$ cat src/rtl/regfile_write_ctrl.sv
// Windowed register-file write-port controller: CWP mapping, Le/D drive, SAVE/RESTORE traps.
// Optional RF_WCOUNT_EN adds the wcount output counting non-zero Le pulses.
module regfile_write_ctrl #(
    parameter  int NWINDOWS = 8,
    localparam int NREGS    = 8 + 16 * NWINDOWS,
    localparam int CW       = $clog2(NWINDOWS)
) (
    input  logic                Clk,
    input  logic                Clr,
    input  logic                req_valid,
    output logic                req_ready,
    input  logic [4:0]          req_rd,
    input  logic [31:0]         req_data,
    input  logic                save,
    input  logic                restore,
    input  logic [NWINDOWS-1:0] wim,
    input  logic                trap_ack,
    output logic [CW-1:0]       cwp,
    output logic                trap_ovf,
    output logic                trap_unf,
    output logic [31:0]         D,
`ifdef RF_WCOUNT_EN
    output logic [31:0]         wcount,
`endif
    output logic [NREGS-1:0]    Le
);

    localparam int PW = $clog2(NREGS);

    typedef enum logic {
        RUN  = 1'b0,
        TRAP = 1'b1
    } state_t;

    state_t           r_state;
    state_t           w_state_nxt;
    logic [CW-1:0]    r_cwp;
    logic [CW-1:0]    w_cwp_nxt;
    logic [CW-1:0]    w_cwp_dec;
    logic [CW-1:0]    w_cwp_inc;
    logic             r_ovf;
    logic             r_unf;
    logic             w_ovf_nxt;
    logic             w_unf_nxt;
    logic             w_accept;
    logic             w_wr;
    logic [PW-1:0]    w_phys;
    logic [NREGS-1:0] r_le;
    logic [NREGS-1:0] w_le_nxt;
    logic [31:0]      r_d;

    assign req_ready = ~Clr & (r_state == RUN);
    assign w_accept  = req_valid & req_ready;
    assign w_wr      = w_accept & (req_rd != 5'd0);
    assign w_cwp_dec = r_cwp - CW'(1);
    assign w_cwp_inc = r_cwp + CW'(1);

    // Ins alias the outs of the next window up; globals bypass the window.
    always_comb begin
        w_phys = PW'(req_rd);
        unique case (1'b1)
            (req_rd[4:3] == 2'b00):
                w_phys = PW'(req_rd);
            (req_rd[4:3] == 2'b11):
                w_phys = PW'(8) + (PW'(w_cwp_inc) << 4)
                       + PW'(req_rd[2:0]);
            default:
                w_phys = PW'(8) + (PW'(r_cwp) << 4)
                       + PW'(req_rd - 5'd8);
        endcase
    end

    always_comb begin
        w_le_nxt = '0;
        if (w_wr) begin
            w_le_nxt[w_phys] = 1'b1;
        end
    end

    always_ff @(posedge Clk or posedge Clr) begin
        if (Clr) begin
            r_le <= '0;
            r_d  <= '0;
        end else begin
            r_le <= w_le_nxt;
            if (w_wr) begin
                r_d <= req_data;
            end
        end
    end

    always_ff @(posedge Clk or posedge Clr) begin
        if (Clr) begin
            r_state <= RUN;
            r_cwp   <= '0;
            r_ovf   <= 1'b0;
            r_unf   <= 1'b0;
        end else begin
            r_state <= w_state_nxt;
            r_cwp   <= w_cwp_nxt;
            r_ovf   <= w_ovf_nxt;
            r_unf   <= w_unf_nxt;
        end
    end

    always_comb begin
        w_state_nxt = r_state;
        w_cwp_nxt   = r_cwp;
        w_ovf_nxt   = r_ovf;
        w_unf_nxt   = r_unf;
        unique case (r_state)
            RUN: begin
                if (save & ~restore) begin
                    if (wim[w_cwp_dec]) begin
                        w_ovf_nxt   = 1'b1;
                        w_state_nxt = TRAP;
                    end else begin
                        w_cwp_nxt = w_cwp_dec;
                    end
                end else if (restore & ~save) begin
                    if (wim[w_cwp_inc]) begin
                        w_unf_nxt   = 1'b1;
                        w_state_nxt = TRAP;
                    end else begin
                        w_cwp_nxt = w_cwp_inc;
                    end
                end
            end
            TRAP: begin
                if (trap_ack) begin
                    w_ovf_nxt   = 1'b0;
                    w_unf_nxt   = 1'b0;
                    w_state_nxt = RUN;
                end
            end
        endcase
    end

`ifdef RF_WCOUNT_EN
    logic [31:0] r_wcount;

    always_ff @(posedge Clk or posedge Clr) begin
        if (Clr) begin
            r_wcount <= '0;
        end else if (w_wr && (r_wcount != 32'hFFFF_FFFF)) begin
            r_wcount <= r_wcount + 32'd1;
        end
    end

    assign wcount = r_wcount;
`endif

    assign cwp      = r_cwp;
    assign trap_ovf = r_ovf;
    assign trap_unf = r_unf;
    assign D        = r_d;
    assign Le       = r_le;

endmodule

$ cat config.mk
export PLATFORM = sky130hd
export DESIGN_NAME = regfile_write_ctrl
export DESIGN_NICKNAME = d
export VERILOG_FILES = /design/src/rtl/regfile_write_ctrl.sv
export SDC_FILE = /design/constraint.sdc
export NUM_CORES = 1
export LEC_CHECK = 0
export CAP_MARGIN = 10
export CORE_ASPECT_RATIO = 0.5
export CORE_MARGIN = 2
export CORE_UTILIZATION = 42
export CTS_CLUSTER_SIZE = 16
export DETAILED_ROUTE_END_ITERATION = 10
export PLACE_DENSITY = 0.77
export SLEW_MARGIN = 20
export SYNTH_ARGS = -nofsm -noshare
export SYNTH_HDL_FRONTEND = slang
export SYNTH_SLANG_ARGS = --single-unit
$ cat constraint.sdc
create_clock -name Clk -period 6.4 [get_ports Clk]
set_input_delay 1.92 -clock Clk [delete_from_list [all_inputs] [get_ports Clk]]
set_output_delay 1.92 -clock Clk [all_outputs]
set_load 0.1 [all_outputs]
==> impl_metrics.toml <==
[clocking]
ctsResizeCount = 0
clk_path_buf_depth = 2
cts_sinks = 174
path_clk_slew_ns = 0.07
clk_root_buffer_cell = "clkbuf_16"
htreeDepth = 4
clk_latency_ns = 0.43
cts_buffers = 17
cts_tree = "yes"
post_cts_buffers = 0
cts-hold-fix-buffers = 0

[synthesis]
ys_warn_count = 0
netlist_area_mm2 = 0.00699
synth_cells = 535
async_flop_share_pct = 100
synth-edff-count = 0
ys.flop_type = "dfrtp_1"
synth_area_per_cell_um2 = 13.1
syn_nets = 594
yosysSeqAreaShare_pct = 62.3
yosysUniqueCellTypes = 47
synth.ff_latch_count = 174

[floorplanning]
start_util_pct = 42.8
pin_count = 225
die_width_um = 186
core_mm2 = 0.0164
die_h_um = 95.2
rows = 33
die-area_mm2 = 0.0178

[pwr]
powerDensity_mw_per_mm2 = 434
irDropWorstVdd_v = 0.000294
power.leakage_uw = 0.00403

[drt]
wl_per_cell_um = 19.9
final_antenna_net_count = 0
vias = 5283
drc = 0
wirelength_mm = 19.4
dr.pass1.iters = 5
dr.first_iter.drc_count = 349
viasPerCell = 5.42

[cells_and_area]
final_nets = 794
fin_util_pct = 61.3
n_fill_cell = 1243
n_antenna_cell = 0
fin_area_mm2 = 0.0100
area_delta_synth_final_pct = 43.2
layout-drive-gt1-share_pct = 16.0

[place]
portBuffers = 224
pre_cts_slack_ns = 0.900
placed_area_mm2 = 0.00938
gp_congestion = 0.839
dp_hpwl_mm = 13.3

[worst_setup_path]
critPathRequiredTime_ns = 6.68
worst-path-max-fanout = 28
criticalPathCategory = "in -> reg"
worst_ep_arrival_time_ns = 5.40
end_kind = "flop"
start_kind = "input port"

[sta]
period_needed_ns = 5.11
hold_viol_final = 0
setup_viol = 0
fin_crit_sh_pct = 79.9
skew_ns = 0.00789
fmax_mhz = 196
rsz0062_at_grt = "false"
tightest_slew_ns = 1.05
report.final.slew_viol_count = 0
setup_tns_ns = 0
finalWorstSetupSlack_ns = 1.29
max-slew-margin-rel_pct = 29.9

[global_route]
antenna_found_initial = 0
grt_pass1_wl_mm = 30.1
grtUsageTotal_pct = 22.3
grt_max_degree = 135
grt_pass1_vias = 5222
grt_overflow_total = 0

[run_status]
status = "complete, no violations"

[hold_path]
hold_class = "reg -> reg"

[flow_run]
cap_violations = 0
-- sequential cells by signal, summed over array words and instances, names as in the netlist --
register and count:
trap_unf 1, cwp 3, trap_ovf 1, Le 136, r_state 1, D 32
-- cell type report --
class | instances | area [um2] | share of cell area, %
Tap cell | 227 | 284 | 2.84
Sequential cell | 174 | 4350 | 43.5
Multi-Input combinational cell | 293 | 2350 | 23.5
Timing Repair Buffer | 237 | 2370 | 23.7
Clock inverter | 15 | 179 | 1.79
Inverter | 12 | 48.8 | 0.487
Clock buffer | 17 | 425 | 4.25
-- per-stage QoR --
| step | total power [uW] | hold WS, ns | instances |
|---|---|---|---|
| 4_1_cts | 4350 | 0.510 | 974 |
| 6_report | 4350 | 0.508 | 975 |
| 2_1_floorplan | 2870 | 0.531 | 535 |
| 5_1_grt | 4510 | 0.523 | 975 |
| 3_3_place_gp | 3270 | 0.489 | 942 |
| 3_5_place_dp | 3300 | 0.494 | 942 |
-- logic make-up (layout without fill, tap and decap cells) --
group	Yosys count	count (layout)	synth area share (%)
DFF	174	174	62.3
and+or+nand+nor	142	142	12.8
AOI/OAI and AO/OA	96	96	11.0
buffers and inverters	68	281	4.65
muxes	39	39	6.87
adders and majority gates	8	8	1.43
xor gates and xnor gates	8	8	1.00
-- worst max-delay path, stage by stage --
cell             delay [ns]
clkdlybuf4s50_1        0.70
inv_1                  0.17
ha_1                   0.34
inv_1                  0.31
ha_1                   0.33
nor2b_1                0.14
o21ai_1                0.18
and3_1                 0.25
o21a_2                 0.51
buf_4                  0.42
nor4_1                 0.12
-- cell usage in the layout, fill, tap and decap left out, types with 5 or more instances in the layout --
cell,synthesis,layout
nor4_1,59,59
inv_1,11,10
mux2_2,32,32
nor4_2,14,14
nor2b_1,8,8
a21oi_1,9,9
buf_4,5,12
a211oi_1,53,53
nor2_1,8,8
a211oi_2,12,12
xor2_1,6,6
dfrtp_1,174,174
clkdlybuf4s50_1,0,223
nand2_1,21,21
clkbuf_16,0,17
nand3_1,10,9
or3_1,5,5
ha_1,8,8
-- worst paths after layout --
path,start,endpoint,slack (ns),cells past startpoint
max,req_rd[3],Le[4],1.29,11
min,D[21],D[21],0.51,1
max reg2reg,cwp[0],Le[4],3.67,7
min reg2reg,D[21],D[21],0.51,1
max in group asynchronous,Clr,D[0],3.13,3
min in group asynchronous,Clr,trap_unf,2.09,2
-- metal layers --
metal  global-route usage [%]  part of all wire, %
met5                        0                    0
met4                     7.01                  1.4
met3                     4.49                  4.9
met2                     38.5                   51
met1                     29.0                   43
-- synth_stat cells, drive strengths merged (2+ instances only) --
library cell,count,area [um2]
nor3,4,20.0
nor4,73,544
nor2,8,30.0
mux4,4,90.1
nand3,10,50.1
xor2,6,52.6
buf,32,190
nand2,21,78.8
nand4,2,12.5
ha,8,100
nor2b,8,50.1
dfrtp,174,4350
o21ai,7,38.8
nand2b,3,18.8
and3,4,25.0
a21oi,9,45.0
or4,2,15.0
mux2i,3,30.0
a211oi,65,548
mux2,32,360
inv,12,45.0
xnor2,2,17.5
or3,5,31.3
o211ai,3,22.5
clkbuf,24,90.1
-- power by group --
group          internal [uW]  switching [uW]  total [uW]
registers               1220            94.1        1320
clock network            590             471        1060
logic                    484            1490        1970
Power figures use the tool's default switching activity.
